<file path="config.mk">
export PLATFORM = sky130hd
export DESIGN_NAME = frame_filler
export DESIGN_NICKNAME = d
export VERILOG_FILES = /design/src/rtl/frame_filler.sv
export SDC_FILE = /design/constraint.sdc
export NUM_CORES = 1
export LEC_CHECK = 0
export CORE_AREA = 2 2 89 91
export CTS_BUF_LIST = sky130_fd_sc_hd__clkbuf_16
export CTS_CLUSTER_DIAMETER = 30
export DETAILED_ROUTE_END_ITERATION = 8
export DIE_AREA = 0 0 91 93
export PLACE_DENSITY_LB_ADDON = 0.3
export SLEW_MARGIN = 20
export SYNTH_ARGS = -nofsm -noshare
export SYNTH_HDL_FRONTEND = slang
export SYNTH_SLANG_ARGS = --single-unit
</file>
<file path="constraint.sdc">
create_clock -name clk -period 5.94 [get_ports clk]
set_clock_uncertainty 0.1 [all_clocks]
set_input_delay 0.594 -clock clk [delete_from_list [all_inputs] [get_ports clk]]
set_output_delay 0.594 -clock clk [all_outputs]
set_load 0.005 [all_outputs]
</file>
<file path="src/rtl/frame_filler.sv">
// frame_filler: forces every DVP line to H_DISP pixels and every frame to V_DISP lines, padding with fill_color
module frame_filler #(
  parameter int DATA_W = 24,
  parameter int H_DISP = 1280,
  parameter int V_DISP = 720,
  parameter int H_GAP  = 16,
  parameter int CNT_W  = 12
) (
  input  logic              clk,
  input  logic              rst,
  input  logic              en,
  input  logic [DATA_W-1:0] fill_color,
  input  logic              pre_vs,
  input  logic              pre_de,
  input  logic [DATA_W-1:0] pre_data,
  output logic              post_vs,
  output logic              post_de,
  output logic [DATA_W-1:0] post_data,
  output logic              stat_hfill,
  output logic              stat_vfill,
  output logic              err_drop
);
  localparam logic [CNT_W-1:0] H_MAX = CNT_W'(H_DISP);
  localparam logic [CNT_W-1:0] V_MAX = CNT_W'(V_DISP);
  localparam logic [CNT_W-1:0] G_MAX = CNT_W'(H_GAP);
  typedef enum logic [2:0] {IDLE, RECV, HFILL, VFILL_GAP, VFILL_LINE} state_t;
  state_t state, state_n;
  logic [CNT_W-1:0] px_cnt, px_n, line_cnt, line_n, px_inc, line_inc;
  logic vs_q, vs_pend, pend_n, vs_rise, vs_ev, over;
  logic vs_n, de_n, hfill_n, vfill_n, err_n;
  logic [DATA_W-1:0] data_n;
  assign vs_rise  = pre_vs & ~vs_q;
  assign vs_ev    = vs_rise | vs_pend;
  assign over     = line_cnt >= V_MAX;
  assign px_inc   = px_cnt + 1'b1;
  assign line_inc = over ? V_MAX : line_cnt + 1'b1;
  // vs_pend holds a vsync seen while a line or vertical fill is still running
  always_comb begin
    state_n = state;
    px_n    = px_cnt;
    line_n  = line_cnt;
    pend_n  = vs_ev;
    vs_n    = 1'b0;
    de_n    = 1'b0;
    data_n  = '0;
    hfill_n = 1'b0;
    vfill_n = 1'b0;
    err_n   = err_drop;
    if (!en) begin
      state_n = IDLE;
      px_n    = '0;
      line_n  = '0;
      pend_n  = 1'b0;
      vs_n    = pre_vs;
      de_n    = pre_de;
      data_n  = pre_data;
    end else begin
      case (state)
        IDLE: begin
          px_n = '0;
          if (vs_ev && line_cnt != '0 && !over) begin
            state_n = VFILL_GAP;
            pend_n  = 1'b1;
            err_n   = err_drop | pre_de;
          end else begin
            line_n = vs_ev ? '0 : line_cnt;
            pend_n = 1'b0;
            vs_n   = pre_vs | vs_pend;
            de_n   = pre_de & (vs_ev | ~over);
            data_n = de_n ? pre_data : '0;
            state_n = pre_de ? RECV : IDLE;
            px_n    = pre_de ? CNT_W'(1) : '0;
          end
        end
        RECV: begin
          if (pre_de) begin
            de_n   = (px_cnt < H_MAX) && !over;
            data_n = de_n ? pre_data : '0;
            px_n   = (px_cnt < H_MAX) ? px_inc : px_cnt;
          end else if (px_cnt < H_MAX && !over) begin
            de_n    = 1'b1;
            data_n  = fill_color;
            px_n    = px_inc;
            hfill_n = px_inc >= H_MAX;
            state_n = hfill_n ? IDLE : HFILL;
            line_n  = hfill_n ? line_inc : line_cnt;
          end else begin
            state_n = IDLE;
            line_n  = line_inc;
          end
        end
        HFILL: begin
          de_n    = 1'b1;
          data_n  = fill_color;
          px_n    = px_inc;
          err_n   = err_drop | pre_de;
          hfill_n = px_inc >= H_MAX;
          state_n = hfill_n ? IDLE : HFILL;
          line_n  = hfill_n ? line_inc : line_cnt;
        end
        VFILL_GAP: begin
          err_n   = err_drop | pre_de;
          state_n = (px_inc >= G_MAX) ? VFILL_LINE : VFILL_GAP;
          px_n    = (px_inc >= G_MAX) ? '0 : px_inc;
        end
        VFILL_LINE: begin
          de_n   = 1'b1;
          data_n = fill_color;
          err_n  = err_drop | pre_de;
          px_n   = px_inc;
          if (px_inc >= H_MAX) begin
            px_n    = '0;
            vfill_n = line_inc >= V_MAX;
            line_n  = vfill_n ? '0 : line_inc;
            state_n = vfill_n ? IDLE : VFILL_GAP;
          end
        end
        default: state_n = IDLE;
      endcase
    end
  end
  always_ff @(posedge clk) begin
    if (rst) begin
      state      <= IDLE;
      px_cnt     <= '0;
      line_cnt   <= '0;
      vs_q       <= 1'b0;
      vs_pend    <= 1'b0;
      post_vs    <= 1'b0;
      post_de    <= 1'b0;
      post_data  <= '0;
      stat_hfill <= 1'b0;
      stat_vfill <= 1'b0;
      err_drop   <= 1'b0;
    end else begin
      state      <= state_n;
      px_cnt     <= px_n;
      line_cnt   <= line_n;
      vs_q       <= pre_vs;
      vs_pend    <= pend_n;
      post_vs    <= vs_n;
      post_de    <= de_n;
      post_data  <= data_n;
      stat_hfill <= hfill_n;
      stat_vfill <= vfill_n;
      err_drop   <= err_n;
    end
  end
endmodule
</file>
After elaboration in Yosys (flattened, before gate mapping)
Index checks and enable logic that the tools add are counted.
- register bits: 58
- bits of input ports: 53
- output and inout bits: 29
- word-level logic and storage cells: 105
- add/subtract/negate cells: 2
- order comparisons: 5
- eq/ne operators: 11
- mux-type cells: 48
- bitwise logic cells: 11
- reductions and logical operators: 17
- operators by type and width (operator ; count):
    12-bit 2-to-1 mux ; 13
    24-bit 2-to-1 mux ; 6
    24-bit case mux with 3 select lines ; 1
    12-bit case mux with 5 select lines ; 1
    12-bit case mux with 4 select lines ; 1
    12-bit by 1-bit adder with 12-bit output (second input constant) ; 2
    12-bit by 10-bit >= comparator with 1-bit output (second input constant) ; 2
    1-bit 2-to-1 mux ; 15
    3-bit case mux with 5 select lines ; 1
    12-bit by 11-bit >= comparator with 1-bit output (second input constant) ; 1
    12-bit by 5-bit >= comparator with 1-bit output (second input constant) ; 1
    12-bit by 11-bit < comparator with 1-bit output (second input constant) ; 1
    12-bit nonzero test ; 1
    2-bit inequality test (second input constant) ; 5
    3-bit 2-to-1 mux ; 3
    2-bit 2-to-1 mux ; 4
    3-bit by 2-bit == test with 1-bit output (second input constant) ; 2
    3-bit inequality test (second input constant) ; 2
    3-bit AND reduction ; 2
    1-bit inverter ; 5
    5-bit AND reduction ; 1
    5-bit nonzero test ; 1
    1-bit OR ; 4
    1-bit case mux with 2 select lines ; 2
    other kinds (13) ; 17

Longest topological paths before layout
Gate-level depths: netlist of run 1.
- word-level depth: 9
- depth in mapped cells: 10
- depth with buffers taken out: 9

Worst setup path before layout of run 1
No wires, ideal clock.
- path kind: register -> register
- from: reg line_cnt[0]
- to: reg post_data[0]
- library setup time: 117 ps
- arrival time: 2199 ps
- required time: 5723 ps
- path slack: 3524 ps
- cell stages (with the launch flop): 11
- buffers on the path: 1
- period minus slack after synthesis: 2416 ps
- path through: dfxtp_1 > inv_1 > ha_1 > nor2b_1 > a311o_2 > a211oi_4 > a2111oi_2 > o221ai_2 > a21oi_4 > buf_6 > a22o_1
- cells in the longest elaborated chain, start to end: 8
- elaborated cells between the ends (all ways): 16
- classes of those cells: order compare (1); mux (7); bitwise (3); reduce/logical (5)
- ends and longest elaborated chain (element ; RTL line ; source):
    start, declared ; 28 ; logic [CNT_W-1:0] px_cnt, px_n, line_cnt, line_n, px_inc, line_inc;
    start signal, assigned ; 138 ; line_cnt <= line_n;
    12-bit by 10-bit >= comparator with 1-bit output ; 34 ; assign over = line_cnt >= V_MAX;
    1-bit inverter ; 69 ; de_n = pre_de & (vs_ev | ~over);
    1-bit OR ; 69 ;
    1-bit bitwise AND ; 69 ;
    24-bit 2-to-1 mux ; 70 ; data_n = de_n ? pre_data : '0;
    24-bit 2-to-1 mux ; 61 ; if (vs_ev && line_cnt != '0 && !over) begin
    24-bit case mux with 3 select lines * ; 58 ; case (state)
    24-bit 2-to-1 mux * ; 49 ; if (!en) begin
    end signal, assigned ; 143 ; post_data <= data_n;
    end, declared ; 18 ; output logic [DATA_W-1:0] post_data,
Every way passes the cells marked *; elsewhere a longest branch is shown, timed or not.
A chain may end at the register's enable or synchronous reset.

Worst setup path after layout of run 1
- from: in rst
- to: reg line_cnt[3]
- cells in the longest elaborated chain, start to end: 1
- ends and longest elaborated chain (element ; RTL line ; source):
    start, declared ; 10 ; input logic rst,
    2-bit OR reduction (no line) ; -- ;
Every way passes these cells.

==> metrics list, run 1 <==
- Cells with a size suffix above 1 make up 7.73% of the layout.
- Setup repair after global routing left no endpoint under its margin.
- Power spread over the standard cell area amounts to about 240 mW/mm2.
- For the pin with the worst max-slew slack, the measured transition is 705 ps.
- After legalization and detailed placement, the total HPWL measured 6.36 mm.
- Counting every instance in the synthesized netlist gives 382.
- Clock sinks: 58
- The die is 91 um wide.
- First-pass DRT Iterations: 4
- CP required: slightly above 6000 ps
* Startpoint types: input pin
* Via count of the first global-routing pass: 3012
- Relative to the synthesized area, the layout overhead comes to 34.4%.
- Clk root buf: clkbuf_16
- After the last flow step, the layout net total stands at slightly above 500.
* Routed wire per std cell: 15.1 um
- Counting flops and latches in the post-synthesis netlist gives 58.
- The slowest stage of the critical path belongs to the cell or3_1.
- Number of maximum-capacitance violations: 0
- Tightest slew margin relative to the limit: 52.9%
- Aggregate negative setup slack: 0 ps
- Arrival time of the worst setup path: 3090 ps
* Primary FF master, synth: dfxtp_1
* Number of diodes: 0
- In this run switching power makes up 20.9% of total power.
- Post-route standard cell area excluding fillers: 0.00437 mm2
- A synthesized cell averages 8.52 um2.
- Overall track demand over capacity in global routing: 20.6%
* Initial antenna violation count: 0
- The flow ran to the end, and the final reports show no timing, DRC or antenna violations.
- No sink is reached through more buffers than the 2 on the longest clock path.
- Port Buffers: 81
* Most common cell in the synthesized netlist: dfxtp_1
* Quantity of hold-fixing buffers added after cts: 0
- Global route total overflow: 0
- Post-place instance area: about 0.004 mm2
- Worst setup EP type: flop
- Highest fanout seen on the critical path: 14
* Post-DR vias/cell: 5.75
- Yosys mapped the design onto 70 distinct sky130hd cell types.
* Worst min-delay path class: reg -> reg
* Critical setup path kind: in -> reg
* Total net switching power: between 0.2 and 0.25 mW
* H-Tree Level Count: 3
- In this design, the stage delay of the slowest critical-path cell is 590 ps.
* Number of pins with negative max-slew slack in the final report: 0
- After the flow finishes, the layout carries non-filler instances totaling between 500 and 600.
* Post-CTS setup buffer count: 0
- Setup violations remaining at the end of the flow were counted as 0.
- Share of the clock period used by the worst path: between 40% and 50%
- Worst path cell trace: clkdlybuf4s50_1, nand2b_1, or3_1, a221oi_2, nor3b_1, a211o_1
- Tracing the worst setup path back leads to its startpoint at rst.
- The first global-routing pass estimated 14.0 mm of wire.
- Cell internal power was estimated by the tool at 0.834 mW.
- The first routing iteration left 254 violations.
- The clock reaches the later pin of the worst-skew pair after 320 ps.
- The largest total area in the synthesized netlist belongs to dfxtp_1.
- Number of flops mapped to enable cells by yosys: 0
- Of the total power, the clock network draws 50.5%.
- After synthesis the cells add up to about 0.0033 mm2.
* Starting utilization of the core area: 43.2%
- Proportion of synthesized flip-flops having asynchronous set or reset: 0%
- TritonCTS created 9 clock buffers.
- Setup slack on the worst reg-to-reg path comes out at around 3100 ps.
- The synthesized design devotes to its leading area cell type 35.7% of total area.
* I/O Pins: 82
- Core occupancy in the finished layout: 58.1%
- In this run the core area contains 32 standard-cell rows.
* Worst hold path startpoint: err_drop
* Part of the Yosys area used for sequential elements: 35.7%
- Summed over all layers, the routed wires come to approximately 8.4 mm.
* Dpl cells: ~540
- DIE HEIGHT: 93 um
- The routed layout has 3189 vias.
- Post-Syn Nets: 439
- Final min period: 2920 ps
* Final ANT Viol Nets: 0
- Leakage power figure: 1.60 nW
* Clock edge transition at the registers on the reported setup and hold paths: 50 ps
- CTS tree: built
- The startpoint identified for the worst register-to-register timing path is line_cnt[5].
* Max Clock Freq: 0.343 GHz
- The final hold violation count came to 0.
- Die outline area: 0.00846 mm2
- After detailed routing, the number of remaining DRC violations is 0.
* Area of the core region: 0.00753 mm2
- The congestion estimate from routability-driven global placement came to 0.914.
- Portion of total power attributed to combinational logic: 10.7%
- Across the VDD grid, the largest voltage drop is 0.130 mV.
- In this run, post-CTS repair resized a total of 0 instances.
- Top cells by count, synth: dfxtp_1, nor2_1, a22o_1, nand2_1, clkbuf_1
* Largest net degree at the start of global routing: 24
- Power share of the sequential group: 38.8%
- Leading cell types by total area after synthesis: dfxtp_1, a22o_1, nor2_1, nand2_1, a21oi_1
- Yosys warning count: 0
==> power groups by stage <==
| stage | clock (mW) | sequential, mW | combinational [mW] |
|---|---|---|---|
| floorplan | 0 | 0.417 | 0.0444 |
| global placement | 0 | 0.417 | 0.111 |
| detailed placement | 0 | 0.417 | 0.113 |
| CTS | 0.546 | 0.409 | 0.114 |
| global route | 0.562 | 0.410 | 0.123 |
| finish | 0.532 | 0.409 | 0.113 |
==> final cells by class <==
type,instances,area [um2]
Fill cell,699,3150
Multi-Input combinational cell,286,1910
Sequential cell,58,1160
Timing Repair Buffer,82,818
Clock buffer,9,225
Tap cell,102,128
Clock inverter,7,85.1
Inverter,11,41.3
==> flip-flops by register name, summed over array words and instances (netlist names) <==
| signal | count |
|---|---|
| post_data | 24 |
| px_cnt | 12 |
| post_de | 1 |
| vs_pend | 1 |
| vs_q | 1 |
| post_vs | 1 |
| state | 3 |
| stat_vfill | 1 |
| stat_hfill | 1 |
| err_drop | 1 |
| line_cnt | 12 |
==> path summary, 6_finish.rpt <==
check / endpoint / depth (start not counted)
setup / recovery: line_cnt[3] / 6
setup reg to reg: post_data[6] / 7
hold / removal: err_drop / 2
hold reg to reg: err_drop / 2
==> cell usage in the layout, fill, tap and decap left out, types with 4 or more instances in the layout <==
master and instances:
nor4_1 7, nand4_1 8, or3_1 4, o21ai_1 4
and4_1 4, xor2_1 5, nor2_1 34, xnor2_1 6
o21ai_0 16, ha_1 4, nand3_1 11, nand2_1 23
o21a_1 6, a211o_1 4, nor3_1 11, dfxtp_1 58
nor2b_1 7, clkbuf_16 9, clkdlybuf4s50_1 81, a22o_1 25
and2_1 7, inv_1 11, and3_1 10, a31oi_1 7
a21oi_1 16, a21o_1 5
==> per-layer routing <==
| metal | wire, um | track usage, % |
|---|---|---|
| met5 | 0 | 0 |
| met1 | 3350 | 22.8 |
| met4 | 125 | 9.09 |
| met3 | 871 | 7.90 |
| met2 | 4040 | 35.1 |
==> worst max-delay path: cells and delay by family <==
kind	cells	cell delay [ps]
AO/OA/AOI/OAI	2	580
buffers and inverters	1	560
AND/OR/NAND/NOR	3	1340
==> metrics by stage <==
| stage | power [mW] | worst slack (ps) | hold WS, ps |
|---|---|---|---|
| 2_1_floorplan | 0.461 | 3520 | 361 |
| 6_report | 1.05 | 3020 | 371 |
| 3_5_place_dp | 0.530 | 2730 | 365 |
| 5_1_grt | 1.10 | 2820 | 385 |
| 3_3_place_gp | 0.528 | 2820 | 352 |
| 4_1_cts | 1.07 | 3070 | 377 |
==> cells by family after synthesis <==
group | after synthesis | synth area share (%)
XOR/XNOR | 11 | 2.96
AND/OR/NAND/NOR | 142 | 23.1
AO/OA/AOI/OAI | 129 | 31.2
adder cells (fa/ha/maj) | 4 | 1.54
flip-flops | 58 | 35.7
buffers and inverters | 38 | 5.50
No activity file was read; power rests on OpenSTA's default activity.
==> run 2: changes to the inputs <==
==> constraint.sdc (replaced) <==
create_clock -name clk -period 2.4 [get_ports clk]
set_clock_uncertainty 0.1 [all_clocks]
set_input_delay 0.24 -clock clk [delete_from_list [all_inputs] [get_ports clk]]
set_output_delay 0.24 -clock clk [all_outputs]
set_load 0.005 [all_outputs]
==> run 2 against run 1 <==
Sequential power rose by 150%. Combinational power rose to 3.1 times the previous value. First-iteration DRC count rose by 28%. Die area did not move. Setup slack got worse by 3000 ps. Critical endpoint is now line_cnt[0].
==> metrics list, run 2 (synthesis gave the netlist of run 1 again) <==
- The final count of negative-setup-slack endpoints is 0 (unchanged).
* Hold Fails Final Rpt: 0 (unchanged)
- The initial antenna violation count came to 0 (unchanged).
- The arrival time at the worst endpoint was 2540 ps (was 3090 ps).
* CTS buffer count: 9 (unchanged)
* Power after layout: 2.71 mW (was 1.05 mW)
* Maximum buffer depth of the clock tree: 2 (unchanged)
- DRC violations left: 0 (unchanged)
* Layout area overhead: 56.5% (was 34.4%)
- RSZ-0062 raised after global routing: yes (was no)
- X dimension of the die: 91 um (unchanged)
- The global routing usage summed across all routing layers was 24.8% (was 20.6%).
* Final ANT Viol Nets: 0 (unchanged)
- Critical setup path kind: reg -> reg (was in -> reg)
- Transition time of the tightest slew-check pin: 423 ps (was 705 ps)
* Routability congestion estimate from global placement: 0.920 (was 0.914)
- The routed length on met3 is 964 um (was 871 um).
* FF+latch area: 0.00118 mm2 (was 0.00116 mm2)
- Port Buffers: 81 (unchanged)
- Most frequent cells in the layout: clkdlybuf4s50_1, buf_4, dfxtp_1 (was clkdlybuf4s50_1, dfxtp_1, nor2_1)
- The clock transition at the registers of the reported paths is 50 ps (about the same).
- Largest net degree at the start of global routing: 24 (unchanged)
- Clock sinks: 58 (unchanged)
* Share of the clock period used by the worst path: 99.8%
* Final nets: 566 (was 505)
- Registers with the highest flip-flop counts: post_data (24), line_cnt (12), px_cnt (12) (unchanged)
* Via count of the first global-routing pass: 3559 (was 3012)
- The worst hold path class is reg -> reg (unchanged).
- The sum of routed wire length over all layers came to 10.4 mm (was 8.39 mm).
- The detailed-routing iteration count for the pre-antenna-repair pass came to 5 (was 4).
- Number of diodes: 0 (unchanged)
- Areal power density over the cells: 532 mW/mm2 (was 241 mW/mm2)
- The top-level port count is 82 (unchanged).
- Routed wire per std cell: 16.8 um (was 15.1 um)
* Max reg flops: 24 (unchanged)
* Leakage power figure: 1.97 nW (was 1.60 nW)
* Startpoint types: flop (was input pin)
* Most common cell after layout, fill and taps aside: clkdlybuf4s50_1 (unchanged)
- Register with the most flip-flops: post_data (unchanged)
- Area of the core region: 0.00753 mm2 (unchanged)
* Number of pins with negative max-slew slack in the final report: 0 (unchanged)
- Number of rows created at floorplan: 32 (unchanged)
* Number of maximum-capacitance violations: 0 (unchanged)
- Result of the run: completed (unchanged).
- The per-cell via count in the routed design is 5.78 (was 5.75).
* Aggregate negative setup slack: 0 ps (unchanged)
- The die area was 0.00846 mm2 (unchanged).
* Maximum vdd ir drop: 0.299 mV (was 0.130 mV)
* Worst setup EP type: flop (unchanged)
- Fillers: 636 (was 699)
- The count of routing violations after the opening detailed-route iteration came to 325 (was 254).
- Met2 layer wire length in the routed design: 5.23 mm (was 4.04 mm)
* Final min period: 2390 ps
- The data required time of the worst path was 2540 ps (was 6110 ps).
- The overflow left after global routing was 0 (unchanged).
- The TritonCTS clock tree was built (unchanged).
* Uppermost layer routed: met4 (unchanged)
- Total number of vias: 3562 (was 3189)
- Starting utilization of the core area: 43.2% (unchanged)
- The total area of multi-input combinational cells was 0.00217 mm2 (was 0.00191 mm2).
- The clock root buffer master was clkbuf_16 (unchanged).
* Highest fanout seen on the critical path: 4 (was 14)
* H-Tree Level Count: 3 (unchanged)
- The clock latency on the worst-skew pair is 330 ps (was 320 ps).
* Max Clock Freq: around 0.42 GHz
- Global-route wire length before repair: 16.8 mm (was 14.0 mm)
- DIE HEIGHT: 93 um (unchanged)
- Wire length on met1: 3.90 mm (was 3.35 mm)
* Share of post-route cells with drive strength above 1: 26.1% (was 7.73%)
* Tightest slew margin relative to the limit: 71.7% (was 52.9%)
- Sum of net half-perimeters after detailed placement: 7.03 mm (was 6.36 mm)
==> run 2: what timing repair did <==
action / 4_1_cts / 5_1_grt
pin swaps: 9 / 34
setup buffers: 5 / 2
resized for setup: 16 / 41
gates cloned: 1 / 2
endpoints found under the setup margin: 42 / 43
hold buffers: 0 / 0
==> run 2: cell type report <==
class                      instances  area share, %
multi-input combinational        289           42.6
timing repair buffer             140           24.9
sequential                        58           23.1
clock buffer                       9           4.42
tap                              102           2.51
clock inverter                     7           1.67
inverter                          11          0.811
==> run 2: critical path: stages, from the launching register on <==
cell and delay [ps]:
dfxtp_2 360, inv_2 50, ha_4 140, nor2b_4 110
a311o_2 430, a21oi_1 200, o22ai_1 140, or2_4 270
buf_4 150, a21o_1 180, a21oi_2 160
==> run 2: stage by stage <==
| stage | hold WS (ps) | setup WS (ps) | cell area [um2] | utilization (%) | instances |
|---|---|---|---|---|---|
| final | 369 | 5.02 | 5090 | 67.7 | 616 |
| after global routing | 399 | -64.4 | 5090 | 67.7 | 616 |
| after CTS | 375 | 1.15 | 4920 | 65.4 | 614 |
| after detailed placement | 364 | -179 | 4470 | 59.4 | 592 |
| after global placement | 360 | -118 | 4470 | 59.4 | 592 |
| after floorplan | 212 | 18.1 | 3250 | - | 382 |
==> run 2: power by group <==
group | internal [mW] | total, mW | switching, mW | leakage, nW
logic | 0.208 | 0.348 | 0.140 | 1.34
clock network | 0.896 | 1.35 | 0.454 | 0.154
registers | 0.997 | 1.01 | 0.0138 | 0.479
total | 2.10 | 2.71 | 0.608 | 1.97
==> run 2: per-layer routing <==
layer  vias up  GRT usage [%]
met1      1666           27.2
met2       170           44.0
met5         -              0
met4         0           9.47
li1       1698              -
met3        28           8.70
==> run 2: path summary, 6_finish.rpt <==
| path | depth (start not counted) | from | slack [ps] | to |
|---|---|---|---|---|
| worst max-delay path | 10 | line_cnt[1] | 5 | line_cnt[0] |
| worst min-delay path | 2 | err_drop | 370 | err_drop |
| worst max register to register | 10 | line_cnt[1] | 5 | line_cnt[0] |
| worst min register to register | 2 | err_drop | 370 | err_drop |
